### config.mk
export PLATFORM = sky130hd
export DESIGN_NAME = cacheline_adaptor
export DESIGN_NICKNAME = d
export VERILOG_FILES = /design/src/rtl/cacheline_pkg.sv /design/src/rtl/cacheline_adaptor.sv
export SDC_FILE = /design/constraint.sdc
export NUM_CORES = 1
export LEC_CHECK = 0
export CORE_AREA = 2 2 277 279
export DETAILED_ROUTE_END_ITERATION = 8
export DIE_AREA = 0 0 279 281
export GPL_TIMING_DRIVEN = 1
export HOLD_SLACK_MARGIN = 0.08
export SLEW_MARGIN = 20
export SYNTH_ARGS = -nofsm -noshare
export SYNTH_HDL_FRONTEND = slang
export SYNTH_SLANG_ARGS = --single-unit
### constraint.sdc
create_clock -name clk -period 6 [get_ports clk]
set_clock_uncertainty 0.15 [all_clocks]
set_input_delay 0.6 -clock clk [delete_from_list [all_inputs] [get_ports clk]]
set_output_delay 0.6 -clock clk [all_outputs]
set_load 0.05 [all_outputs]
### src/rtl/cacheline_pkg.sv
// Shared types and constants for the cache-line to burst-memory adaptor.
// Holds the line/beat geometry, the controller state encoding and the
// beat-index type used by the serialiser.
package cacheline_pkg;

    // Line and beat geometry
    localparam int LINE_W = 256;
    localparam int BEAT_W = 64;
    localparam int ADDR_W = 32;
    localparam int BEATS  = LINE_W / BEAT_W;
    localparam int CNT_W  = $clog2(BEATS);

    // Bytes per line, used to build the alignment mask for burst addresses
    localparam int LINE_BYTES = LINE_W / 8;

    // Controller states
    typedef enum logic [1:0] {
        IDLE  = 2'd0,
        READ  = 2'd1,
        WRITE = 2'd2,
        DONE  = 2'd3
    } state_t;

    // Index of the beat currently being transferred within a line
    typedef logic [CNT_W-1:0] beat_idx_t;

endpackage

### src/rtl/cacheline_adaptor.sv
// Cache-line to burst-memory adaptor.
// Accepts whole-line read/write requests from the cache and turns each into
// a fixed-length burst of BEATS beats on the memory side. Reads assemble the
// line beat by beat and respond once it is complete; writes slice the line.
// Optional build macro: CACHELINE_ADAPTOR_ALIGN_EN forces the burst address
// to be line aligned (low offset bits cleared).
module cacheline_adaptor
    import cacheline_pkg::*;
(
    input  logic              clk,
    input  logic              rst,

    // Cache side
    input  logic [ADDR_W-1:0] address_i,
    input  logic              read_i,
    input  logic              write_i,
    input  logic [LINE_W-1:0] line_i,
    output logic [LINE_W-1:0] line_o,
    output logic              resp_o,

    // Burst memory side
    output logic [ADDR_W-1:0] address_o,
    output logic              read_o,
    output logic              write_o,
    output logic [BEAT_W-1:0] burst_o,
    input  logic [BEAT_W-1:0] burst_i,
    input  logic              resp_i
);

    state_t            r_state;
    state_t            w_nextState;
    beat_idx_t         r_cnt;
    logic [ADDR_W-1:0] r_addr;
    logic [LINE_W-1:0] r_line;
    logic              w_lastBeat;

    // The final beat is the one taken while the counter sits at BEATS-1
    assign w_lastBeat = (r_cnt == beat_idx_t'(BEATS - 1));

    // Controller state register
    always_ff @(posedge clk) begin
        if (rst) begin
            r_state <= IDLE;
        end else begin
            r_state <= w_nextState;
        end
    end

    // Datapath: capture the request address, count beats and assemble read lines
    always_ff @(posedge clk) begin
        if (rst) begin
            r_cnt  <= '0;
            r_addr <= '0;
            r_line <= '0;
        end else begin
            case (r_state)
                IDLE: begin
                    r_cnt <= '0;
                    if (write_i || read_i) begin
                        r_addr <= address_i;
                    end
                end
                READ: begin
                    if (resp_i) begin
                        r_line[BEAT_W*r_cnt +: BEAT_W] <= burst_i;
                        r_cnt <= r_cnt + 1'b1;
                    end
                end
                WRITE: begin
                    if (resp_i) begin
                        r_cnt <= r_cnt + 1'b1;
                    end
                end
                default: begin
                end
            endcase
        end
    end

    // Next-state and burst-side outputs; write requests win over reads
    always_comb begin
        w_nextState = r_state;
        read_o      = 1'b0;
        write_o     = 1'b0;
        resp_o      = 1'b0;
        burst_o     = '0;
        case (r_state)
            IDLE: begin
                if (write_i) begin
                    w_nextState = WRITE;
                end else if (read_i) begin
                    w_nextState = READ;
                end
            end
            READ: begin
                read_o = 1'b1;
                if (resp_i && w_lastBeat) begin
                    w_nextState = DONE;
                end
            end
            WRITE: begin
                write_o = 1'b1;
                burst_o = line_i[BEAT_W*r_cnt +: BEAT_W];
                if (resp_i && w_lastBeat) begin
                    w_nextState = DONE;
                end
            end
            DONE: begin
                resp_o      = 1'b1;
                w_nextState = IDLE;
            end
            default: begin
                w_nextState = IDLE;
            end
        endcase
    end

    // Read data always reflects the line register, so it survives writes
    assign line_o = r_line;

    // Burst address, optionally forced onto a line boundary
`ifdef CACHELINE_ADAPTOR_ALIGN_EN
    assign address_o = r_addr & ~ADDR_W'(LINE_BYTES - 1);
`else
    assign address_o = r_addr;
`endif

endmodule
==> results of run 1 <==
-- registers in the layout, summed over array words and instances (netlist names) --
register	cells
line_o	256
address_o	32
r_state	2
r_cnt	2
-- worst reg2reg max path: cells and delay by family (launching register included) --
family                     cells  cell delay, ps
and+or+nand+nor                2             950
DFF                            1             940
buffers and inverters          2             710
adders and majority gates      1             560
AOI/OAI and AO/OA              1             170
-- metal layers --
layer | GRT usage, % | part of all wire, % | vias up
li1 | - | - | 6025
met3 | 4.71 | 7.8 | 120
met5 | 0 | 0.12 | -
met2 | 29.5 | 50 | 615
met1 | 19.5 | 39 | 6353
met4 | 7.17 | 3.7 | 14
-- power groups by stage --
stage | clock network, W | logic [W] | registers [W]
floorplan | 0 | 0.00111 | 0.00246
global placement | 0 | 0.00227 | 0.00218
detailed placement | 0 | 0.00227 | 0.00218
CTS | 0.00224 | 0.00227 | 0.00214
global route | 0.00231 | 0.00236 | 0.00216
finish | 0.00217 | 0.00226 | 0.00214
-- final timing paths --
check,startpoint,to,cells past startpoint
max,r_cnt[0],burst_o[3],4
min,line_o[74],line_o[74],2
max reg2reg,r_cnt[1],line_o[111],6
min reg2reg,line_o[74],line_o[74],2
-- cell usage in the layout (no fill, tap or decap), types with 2 or more instances in the layout --
cell type          n
and2_1            64
nand3_4            4
nand2_1          259
and3_2             2
dfxtp_4            2
clkbuf_8          10
ha_1               8
clkinv_8           2
nand2b_1           3
inv_1              4
nand3_1          193
buf_4             13
diode_2            2
nor4b_4            2
o21ai_0            2
a32o_1            64
clkbuf_1          10
dfxtp_1          290
bufinv_16          2
inv_6              3
clkbuf_16         35
a21oi_1          226
clkdlybuf4s50_1  710
mux4_2            64
-- area by class of cell --
type | instances | area share (%)
Tap cell | 978 | 5.70
Clock buffer | 54 | 4.83
Timing Repair Buffer | 725 | 33.7
Clock inverter | 8 | 0.589
Inverter | 5 | 0.0874
Sequential cell | 292 | 27.3
Multi-Input combinational cell | 906 | 27.8
Antenna cell | 2 | 0.0233
-- stage by stage --
stage	setup WS, ps	cell area [µm²]	utilization (%)
after floorplan	3390	12400	-
after global placement	2260	20300	26.9
after detailed placement	2260	20300	26.9
after CTS	1670	21500	28.4
after global routing	1510	21500	28.5
final	1790	21500	28.5
-- kinds of logic after synthesis --
family / share of synthesized area (%)
adders and majority gates: 0.911
DFF: 47.3
muxes: 11.7
AOI/OAI and AO/OA: 14.8
buffers and inverters: 5.00
and+or+nand+nor: 20.2
==> impl_metrics.py, run 1 <==
metrics = {
    "critical_path": {
        "worst-path-max-fanout": 42,
        "path_class": "reg -> out",
        "arrival_ps": 3460,
        "crit_chain": "buf_4, mux4_2, and2_1, clkdlybuf4s50_1",
        "crit_family": "buffers and inverters",
        "slowest_stage": "buf_4",
        "cp.required_ps": 5250,
        "cpPeakStageDelay_ps": 720,
        "cp_num_buf_inv": 2,
        "r2r_slack_ps": 2440,
        "critPathCaptureType": "primary output",
        "startpoint_type": "flip-flop",
    },
    "timing": {
        "fin_hold_ws_ps": 299,
        "timing.fmax_mhz": 237,
        "setup_tns_ps": 0,
        "hold_viol_final": 0,
        "setup_viol": 0,
        "rsz0062_at_grt": "no",
        "drv_slew": 0,
        "layout_min_cycle_time_ps": 4210,
        "tightest_slew_ps": 1090,
        "min_period_over_period_pct": 70.2,
        "relSlewSlack_pct": 27.6,
    },
    "pwr": {
        "intPower_w": 0.00422,
        "p_clk_share_pct": 33.0,
        "swShare_pct": 35.7,
        "comb_power_share_pct": 34.4,
        "p_total_w": 0.00657,
        "pwr-share-seq_pct": 32.6,
        "vdd_ir_drop_max_uv": 174,
        "p_leak_nw": 6.91,
        "power.switching_w": 0.00234,
        "power_per_cell_area_mw_per_mm2": 306,
    },
    "synthesis": {
        "syn_area_mm2": 0.0124,
        "synthDistinctLibCells": 33,
        "syn_area_per_cell_um2": 9.24,
        "ys_async_sr_fraction_pct": 0,
        "synth_top_area_share_pct": 47.3,
        "ys_top_cells_by_area": "dfxtp_1 47%, mux4_2 12%, a21oi_1 9.2%, nand3_1 7.9%, nand2_1 7.9%",
        "synth_commonest_cells": "292 x dfxtp_1, 259 x nand2_1, 226 x a21oi_1",
        "ys_seq_area_share_pct": 47.3,
        "synth_warnings": 0,
        "synth_fp_nets": 1704,
        "netlist_instances": 1338,
        "ys.flop_type": "dfxtp_1",
        "yosysMostFrequentCell": "dfxtp_1",
        "synth_seq_cells": 292,
        "synth_edf_count": 0,
        "yosysTopAreaCell": "dfxtp_1",
    },
    "route": {
        "drtIter0Drc": 787,
        "drt_wl_total_um": 70500,
        "first_pass_iters": 5,
        "postRouteAntennaNets": 0,
        "num_vias": 13127,
        "wire_per_inst_um": 23.7,
        "post-route-drc-count": 0,
        "via_per_inst": 4.42,
    },
    "floorplan": {
        "die_x_um": 279,
        "ios": 712,
        "num_rows": 101,
        "core_region_area_mm2": 0.0754,
        "die_h_um": 281,
        "die_area_mm2": 0.0784,
        "start_util_pct": 16.4,
    },
    "placed_design": {
        "dpl.hpwl_um": 51700,
        "io_buffer_count": 711,
        "place.gp.congestion": 0.948,
        "placedCellCount": 2906,
    },
    "cts": {
        "cts_root_buf": "clkbuf_16",
        "clockBufferDepth": 3,
        "cts_sinks": 292,
        "cts_buffers": 35,
        "holdBufCountCts": 0,
        "post_cts_buffers": 0,
        "clk_pin_slew_ps": 60,
        "cts_tree": "done",
        "cts_resized": 0,
        "cts_max_level": 2,
        "clkLatencyLatePin_ps": 530,
    },
    "hold_path": {
        "min_path_type": "reg -> reg",
    },
    "grt": {
        "grt_pass1_vias": 12560,
        "grt_max_degree": 101,
        "antenna_found_initial": 14,
        "overflow": 0,
        "grt_pass1_wl_um": 96800,
        "grt_use_total_pct": 17.0,
    },
    "final_layout": {
        "multi_input_area_mm2": 0.00598,
        "area_delta_synth_final_pct": 73.7,
        "nFillCells": 8011,
        "drive_above_1_share_pct": 7.49,
        "regArea_mm2": 0.00585,
        "fin_nets": 2331,
        "stdcell_count": 2970,
    },
    "run": {
        "max-cap-violations": 0,
    },
    "status": {
        "status": "completed",
    },
}
Note: power is estimated with default switching activity, not from simulation.
==> run 2, diff against run 1 <==
- CORE_AREA: 2 2 277 279 -> 2 2 281 283
- DIE_AREA: 0 0 279 281 -> 0 0 283 285
- clock period: 6 -> 4.1 ns (I/O delays scaled with it)
==> run 2 against run 1 <==
Final cell count grew 2.8%. Routed wire length decreased by 0.92%. Sequential power grew 46%. Power up 43%. Largest cell class unchanged. Non-clock buffer count grew 15. First-iteration DRC count fell by 13%. Count of clock-buffer cells in the layout decreased by 7. Core utilization decreased by 0.69 points. Worst hold slack lost 110 ps. Clock power up 35%. Global-route usage is 0.49 points lower. Cell area up 0.83%.
==> impl_metrics.py, run 2 (synthesis gave the netlist of run 1 again) <==
metrics = {
    "status": {
        "status": "completed",
    },
    "cts": {
        "cts_max_level": 2,
        "cts_buffers": 34,
        "clk_pin_slew_ps": 60,
        "holdBufCountCts": 0,
        "cts_sinks": 292,
        "cts_tree": "done",
        "cts_root_buf": "clkbuf_16",
        "post_cts_buffers": 0,
        "cts_resized": 0,
        "clockBufferDepth": 3,
        "clkLatencyLatePin_ps": 520,
    },
    "critical_path": {
        "path_class": "reg -> out",
        "startpoint_type": "flip-flop",
        "arrival_ps": 3070,
        "cpPeakStageDelay_ps": 750,
        "worst-path-max-fanout": 34,
        "slowest_stage": "dfxtp_4",
        "crit_chain": "buf_4, mux4_2, and2_1, clkdlybuf4s50_1",
        "crit_family": "buffers and inverters",
        "cp.required_ps": 3540,
        "cp_num_buf_inv": 2,
        "critPathCaptureType": "primary output",
    },
    "placed_design": {
        "io_buffer_count": 711,
        "place_ws_ps": 958,
        "place.gp.congestion": 0.906,
        "dpl.hpwl_um": 52900,
    },
    "pwr": {
        "p_leak_nw": 6.96,
        "vdd_ir_drop_max_uv": 290,
        "power_per_cell_area_mw_per_mm2": 434,
    },
    "final_layout": {
        "final_cell_mix": "710 x clkdlybuf4s50_1, 290 x dfxtp_1, 259 x nand2_1, 226 x a21oi_1, 193 x nand3_1",
        "area_delta_synth_final_pct": 75.2,
        "nFillCells": 8322,
        "fin_nets": 2345,
        "largest_reg_flops": 256,
        "final_common_cell": "clkdlybuf4s50_1",
        "drive_above_1_share_pct": 8.05,
    },
    "route": {
        "num_vias": 13058,
        "wire_per_inst_um": 22.9,
        "drtIter0Drc": 682,
        "post-route-drc-count": 0,
        "postRouteAntennaNets": 0,
        "via_per_inst": 4.28,
        "first_pass_iters": 5,
        "drt_wl_total_um": 69800,
    },
    "hold_path": {
        "min_path_type": "in -> reg",
    },
    "grt": {
        "grt_use_total_pct": 16.5,
        "grt_max_degree": 158,
        "antenna_found_initial": 16,
        "overflow": 0,
        "grt_pass1_vias": 12745,
        "grt_pass1_wl_um": 97800,
    },
    "floorplan": {
        "die_x_um": 283,
        "start_util_pct": 15.9,
        "num_rows": 103,
        "die_area_mm2": 0.0807,
        "core_region_area_mm2": 0.0780,
        "ios": 712,
        "die_h_um": 285,
    },
    "timing": {
        "min_period_over_period_pct": 88.5,
        "layout_min_cycle_time_ps": 3630,
        "worst_slack_ps": 470,
        "drv_slew": 0,
        "rsz0062_at_grt": "no",
        "setup_tns_ps": 0,
        "setup_viol": 0,
        "timing.fmax_mhz": 275,
        "hold_viol_final": 0,
        "tightest_slew_ps": 980,
        "relSlewSlack_pct": 34.7,
    },
    "run": {
        "max-cap-violations": 0,
    },
}
[run 2: worst paths after layout]
check / slack (ps) / startpoint / end / cells after the start
max: 470 / r_cnt[0] / burst_o[55] / 4
min: 190 / rst / address_o[12] / 2
max reg2reg: 1010 / r_cnt[0] / line_o[98] / 6
min reg2reg: 300 / line_o[188] / line_o[188] / 2
[run 2: routing by layer]
layer	routed length (µm)	up-vias	part of all wire (%)	GRT usage [%]
li1	-	6049	-	-
met4	1850	4	2.7	4.64
met1	27400	6360	39	19.1
met5	18	-	0.026	0
met2	35600	548	51	29.8
met3	4980	97	7.1	4.23
[run 2: where the power goes]
part | switching, W | internal (W)
combinational | 0.00203 | 0.00133
sequential | 0.000127 | 0.00299
clock | 0.00126 | 0.00166
[run 2: layout make-up]
class	count	area, µm²	area share [%]
Timing Repair Buffer	740	7440	34.3
Multi-Input combinational cell	906	5970	27.6
Sequential cell	292	5850	27.0
Tap cell	1050	1310	6.07
Clock buffer	47	962	4.44
Clock inverter	11	90.1	0.416
Inverter	5	18.8	0.0867
Antenna cell	3	7.51	0.0347
[run 2: metrics by stage]
stage | cells | power [W] | utilization, % | cell area (µm²) | hold slack [ps]
floorplan | 1338 | 0.00523 | - | 12400 | 334
global placement | 2993 | 0.00655 | 26.4 | 20600 | 287
detailed placement | 2993 | 0.00656 | 26.4 | 20600 | 292
CTS | 3051 | 0.00953 | 27.8 | 21600 | 161
global route | 3053 | 0.00975 | 27.8 | 21600 | 189
finish | 3054 | 0.00939 | 27.8 | 21600 | 186
